$ cat config.mk
export PLATFORM = sky130hd
export DESIGN_NAME = nibble_distributor
export DESIGN_NICKNAME = d
export VERILOG_FILES = /design/src/rtl/nibble_distributor_pkg.sv /design/src/rtl/slot_reg4.sv /design/src/rtl/nibble_distributor.sv
export SDC_FILE = /design/constraint.sdc
export NUM_CORES = 1
export LEC_CHECK = 0
export ABC_CLOCK_PERIOD_IN_PS = 3400
export CAP_MARGIN = 20
export CORE_MARGIN = 3
export CORE_UTILIZATION = 30
export CTS_CLUSTER_SIZE = 20
export DETAILED_ROUTE_END_ITERATION = 7
export GPL_ROUTABILITY_DRIVEN = 0
export MAX_ROUTING_LAYER = met4
export SKIP_CTS_REPAIR_TIMING = 1
export SLEW_MARGIN = 10
export SYNTH_ARGS = -nofsm -noshare
export SYNTH_HDL_FRONTEND = slang
export SYNTH_SLANG_ARGS = --single-unit
$ cat constraint.sdc
create_clock -name clk -period 3.4 [get_ports clk]
set_input_delay 0.34 -clock clk [delete_from_list [all_inputs] [get_ports clk]]
set_output_delay 0.34 -clock clk [all_outputs]
set_load 0.03 [all_outputs]
$ cat src/rtl/nibble_distributor_pkg.sv
// Shared definitions for the nibble distributor.
//   - state_t     : FSM encoding (FILL collects nibbles, HOLD presents the frame)
//   - NIB_W       : nibble width
//   - NSLOT       : number of slot registers
//   - SLOT_FULL   : slot-valid pattern that completes a frame
//   - slot_onehot : 2-to-4 one-hot decode of a slot index
package nibble_distributor_pkg;

  localparam int NIB_W = 4;
  localparam int NSLOT = 4;
  localparam logic [NSLOT-1:0] SLOT_FULL = 4'b1111;

  typedef enum logic {
    FILL = 1'b0,
    HOLD = 1'b1
  } state_t;

  function automatic logic [NSLOT-1:0] slot_onehot(input logic [1:0] idx);
    return 4'b0001 << idx;
  endfunction

endpackage

$ cat src/rtl/slot_reg4.sv
// One nibble slot register with write enable.
// Ports:
//   clk   : rising-edge clock
//   rst_n : asynchronous active-low reset, clears q to zero
//   en    : load d into q on the next rising edge
//   d     : nibble to store
//   q     : stored nibble
module slot_reg4
  import nibble_distributor_pkg::*;
(
  input  logic             clk,
  input  logic             rst_n,
  input  logic             en,
  input  logic [NIB_W-1:0] d,
  output logic [NIB_W-1:0] q
);

  always_ff @(posedge clk or negedge rst_n) begin
    if (!rst_n) begin
      q <= '0;
    end else if (en) begin
      q <= d;
    end
  end

endmodule

$ cat src/rtl/nibble_distributor.sv
// Registered 1-to-4 nibble distributor.
// Accepts nibbles over a valid/ready handshake and steers each into one of
// four slot registers, either by explicit address (mode=0, slot S) or by an
// internal wrapping pointer (mode=1). Once all four slots are fresh the block
// presents them as a frame and stalls input until the consumer takes it.
// Ports:
//   clk, rst_n        : clock, asynchronous active-low reset
//   mode              : 0 = addressed by S, 1 = sequential pointer
//   S                 : slot address (addressed mode only)
//   D, in_valid       : input nibble and its valid
//   in_ready          : high in FILL, when a write can be taken
//   clr               : synchronous abort of the frame being collected
//   Q0..Q3            : slot registers
//   slot_vld          : per-slot "written since last release" flags
//   frame_valid       : high in HOLD, Q0..Q3 form a stable frame
//   frame_ready       : consumer accepts the frame
//   ovw               : one-cycle pulse after an addressed write hit a valid slot
module nibble_distributor
  import nibble_distributor_pkg::*;
(
  input  logic             clk,
  input  logic             rst_n,
  input  logic             mode,
  input  logic [1:0]       S,
  input  logic [NIB_W-1:0] D,
  input  logic             in_valid,
  output logic             in_ready,
  input  logic             clr,
  output logic [NIB_W-1:0] Q0,
  output logic [NIB_W-1:0] Q1,
  output logic [NIB_W-1:0] Q2,
  output logic [NIB_W-1:0] Q3,
  output logic [NSLOT-1:0] slot_vld,
  output logic             frame_valid,
  input  logic             frame_ready,
  output logic             ovw
);

  state_t           state_q, state_d;
  logic [1:0]       ptr_q, ptr_d;
  logic [NSLOT-1:0] vld_q, vld_d;
  logic             ovw_q, ovw_d;

  logic             fire;
  logic [1:0]       slot;
  logic [NSLOT-1:0] wr_sel;
  logic [NIB_W-1:0] q_arr [NSLOT];

  // A write can only fire in FILL; in_ready is a pure state decode, so
  // this is the same as in_valid && in_ready without a combinational loop.
  assign fire   = in_valid && (state_q == FILL);
  assign slot   = mode ? ptr_q : S;
  assign wr_sel = fire ? slot_onehot(slot) : '0;

  // Slot data path. The data write is not blocked by clr: an aborted frame
  // still keeps whatever was written in the abort cycle.
  for (genvar i = 0; i < NSLOT; i++) begin : g_slot
    slot_reg4 u_slot (
      .clk   (clk),
      .rst_n (rst_n),
      .en    (wr_sel[i]),
      .d     (D),
      .q     (q_arr[i])
    );
  end

  assign Q0       = q_arr[0];
  assign Q1       = q_arr[1];
  assign Q2       = q_arr[2];
  assign Q3       = q_arr[3];
  assign slot_vld = vld_q;
  assign ovw      = ovw_q;

  // State and control registers
  always_ff @(posedge clk or negedge rst_n) begin
    if (!rst_n) begin
      state_q <= FILL;
      ptr_q   <= '0;
      vld_q   <= '0;
      ovw_q   <= 1'b0;
    end else begin
      state_q <= state_d;
      ptr_q   <= ptr_d;
      vld_q   <= vld_d;
      ovw_q   <= ovw_d;
    end
  end

  // Next-state and output decode
  always_comb begin
    state_d     = state_q;
    ptr_d       = ptr_q;
    vld_d       = vld_q;
    in_ready    = 1'b0;
    frame_valid = 1'b0;

    // Only addressed writes report an overwrite; a sequential write that
    // lands on an already-valid slot is silent.
    ovw_d = fire && !mode && (|(vld_q & wr_sel));

    if (state_q == FILL) begin
      in_ready = 1'b1;
      if (fire) begin
        vld_d = vld_q | wr_sel;
        if (mode) begin
          ptr_d = 2'(ptr_q + 2'd1);
        end
        if (vld_d == SLOT_FULL) begin
          state_d = HOLD;
        end
      end
    end else begin
      frame_valid = 1'b1;
      if (frame_ready) begin
        vld_d   = '0;
        ptr_d   = '0;
        state_d = FILL;
      end
    end

    // Abort wins over any write completion or frame release this cycle.
    if (clr) begin
      vld_d   = '0;
      ptr_d   = '0;
      state_d = FILL;
    end
  end

endmodule

==> metrics <==
status complete, no violations; switching share of power 0.318; fill cell count ~350; Top FF cell, synth dfrtp_1; VDD IR-drop max between 0.3 and 0.4 mV; Syn Inst Count 90; async set or reset register ratio after synthesis 1.00; # rows 21; number of clock sinks 24; Area Overhead vs Synth 39.4%; dpl cell area 1500 um^2; area share of the largest cell type after synthesis 0.535; layout cells sized above 1 0.194; post-synth cell types 32; Tightest Hold Check Type input pin to async pin; total chip power around 960 uW; Flop pwr share 0.392; Crit path required time 3560 ps; diode count 0; Clock power frac 0.262; slowest CP cell clkdlybuf4s50_1; Seq/Total Area, Yosys 0.535; Util after Layout 0.452; DR WL/cell about 16 um; register area between 600 and 700 um^2; DIE AREA roughly 4500 um^2; root buffer cell clkbuf_8; Hold Violations, Final 0; count leader, synth dfrtp_1; worst-case clock buffer depth 2; vias post-DR 864; Post-Route WL 2.76 mm; Core ar. around 3500 um^2; initial DRC count 105; CTS tree built; grt ovf 0; Comb pwr share 0.347; Sw Pwr between 300 and 400 uW; crit path launch type input pin; Top Ports 35; Total GRT Usage 0.138; CP Buf/Inv Count 1; Post-Syn Nets ~100; Min Clock Period, post-route 2180 ps; Worst R2R Setup Slack roughly 1700 ps; Avg Vias per Cell between 5 and 6; later-pin clock latency in the skew report ~270 ps; relative slew slack 0.638; RSZ-0062 raised after global routing no; clk_skew about 3.3 ps; Setup CP Type input pin to register; worst-path cell chain clkdlybuf4s50_1 > mux2i_2 > nand4_2 > or2_0 > a221oi_1; final antenna-violating net count 0; Setup TNS 0 ps; Static Leak about 0.64 nW; CTS clk-pin slew, worst paths approximately 90 ps; post-synth top area cell dfrtp_1; Post-synth EDFFs 0; synthesized area per cell ~12 um^2; drt first pass iters 4; max cap viols 0; design area about 1600 um^2; initial antenna violation count 0; Post-Syn Area approximately 1100 um^2; number of global-route vias before repair between 900 and 1000; Synth top cells by count dfrtp_1, mux2_2, nand2_1, nor2_1, mux2_4; Final period util 0.643; first-pass GRT wire length around 4.5 mm; FMAX ~0.46 GHz; Die Width about 67 um; WP data arrival 2350 ps; top area cells in the synthesized netlist dfrtp_1, mux2_2, mux2_4, nand2_1, nor2_1; delay-heaviest family, CP buffers and inverters; maximum fanout along the worst path 12; port buffer count 34; Residual DRC 0; H-tree levels 1; cts bufs inserted 3; DP HPWL approximately 2 mm; Seq cells post-synth 24; Worst path max stage delay just under 800 ps; final net count 137; Final Max Slew Viols 0; largest net degree at the start of global routing 25; area of the multi-input gates around 500 um^2; Worst-Margin Slew about 540 ps; Int Pwr 654 uW; Die Ht slightly below 70 um; Starting Density 0.324; Synth Warn # 0; final setup vio count 0; PwrDens 612 nW/um^2; crit end category register
## through the flow
step	setup WS (ps)	hold slack [ps]	std cells
2_1_floorplan	1740	44.4	90
3_3_place_gp	1010	482	166
3_5_place_dp	950	483	166
4_1_cts	1210	516	170
5_1_grt	1050	80.6	170
6_report	1220	41.9	170
## cells in the final DEF, fill, tap and decap left out, types with 2 or more instances in the layout
cell              n
a21oi_1           3
a22oi_1           2
clkbuf_8          3
clkdlybuf4s50_1  33
dfrtp_1          24
mux2_1            2
mux2_2           10
mux2_4            5
nand2_1           7
nor2_1            7
nor3_1            3
nor3b_1           3
xnor2_1           2
## cell type report
class | count | area share
flip-flops and latches | 24 | 0.383
multi-input cells | 61 | 0.318
repair buffers | 34 | 0.214
well taps | 46 | 0.0367
clock buffers | 3 | 0.0264
clock inverters | 1 | 0.0192
inverters | 1 | 0.00240
## per-layer routing
layer  global-route usage  part of all wire  vias to the layer above
li1                     -                 -                      392
met1                0.168              0.42                      419
met2                0.223              0.47                       49
met3               0.0449             0.093                        4
met4               0.0304             0.013                        0
met5                    -                 0                        -
## path summary, 6_finish.rpt
kind                                          to             startpoint  depth (start not counted)
setup / recovery                         state_q                   mode                          5
hold / removal                          ptr_q[0]                  rst_n                          1
setup reg to reg           g_slot[1].u_slot.q[1]               ptr_q[1]                          3
hold reg to reg            g_slot[3].u_slot.q[2]  g_slot[3].u_slot.q[2]                          1
max in group asynchronous  g_slot[3].u_slot.q[0]                  rst_n                          1
min in group clk           g_slot[3].u_slot.q[2]  g_slot[3].u_slot.q[2]                          1
## flip-flops by register name (all words and copies together), names as in the netlist
signal and cells:
state_q 1, slot_vld 4, ovw 1, g_slot.u_slot.q 16
ptr_q 2
## cell families (layout without fill, tap and decap cells)
group	Yosys count	after routing	synth area share
AND/OR/NAND/NOR	29	29	0.139
AO/OA/AOI/OAI	10	10	0.0601
flip-flops	24	24	0.535
XOR/XNOR	2	2	0.0156
buffers and inverters	5	39	0.0223
multiplexers	20	20	0.228
## power groups by stage
stage / Sequential, mW / Combinational [mW] / Clock, mW
2_1_floorplan: 0.480 / 0.0837 / 0
3_3_place_gp: 0.380 / 0.330 / 0
3_5_place_dp: 0.381 / 0.335 / 0
4_1_cts: 0.377 / 0.337 / 0.257
5_1_grt: 0.385 / 0.349 / 0.272
6_report: 0.375 / 0.332 / 0.251
No activity file was read; power rests on OpenSTA's default activity.
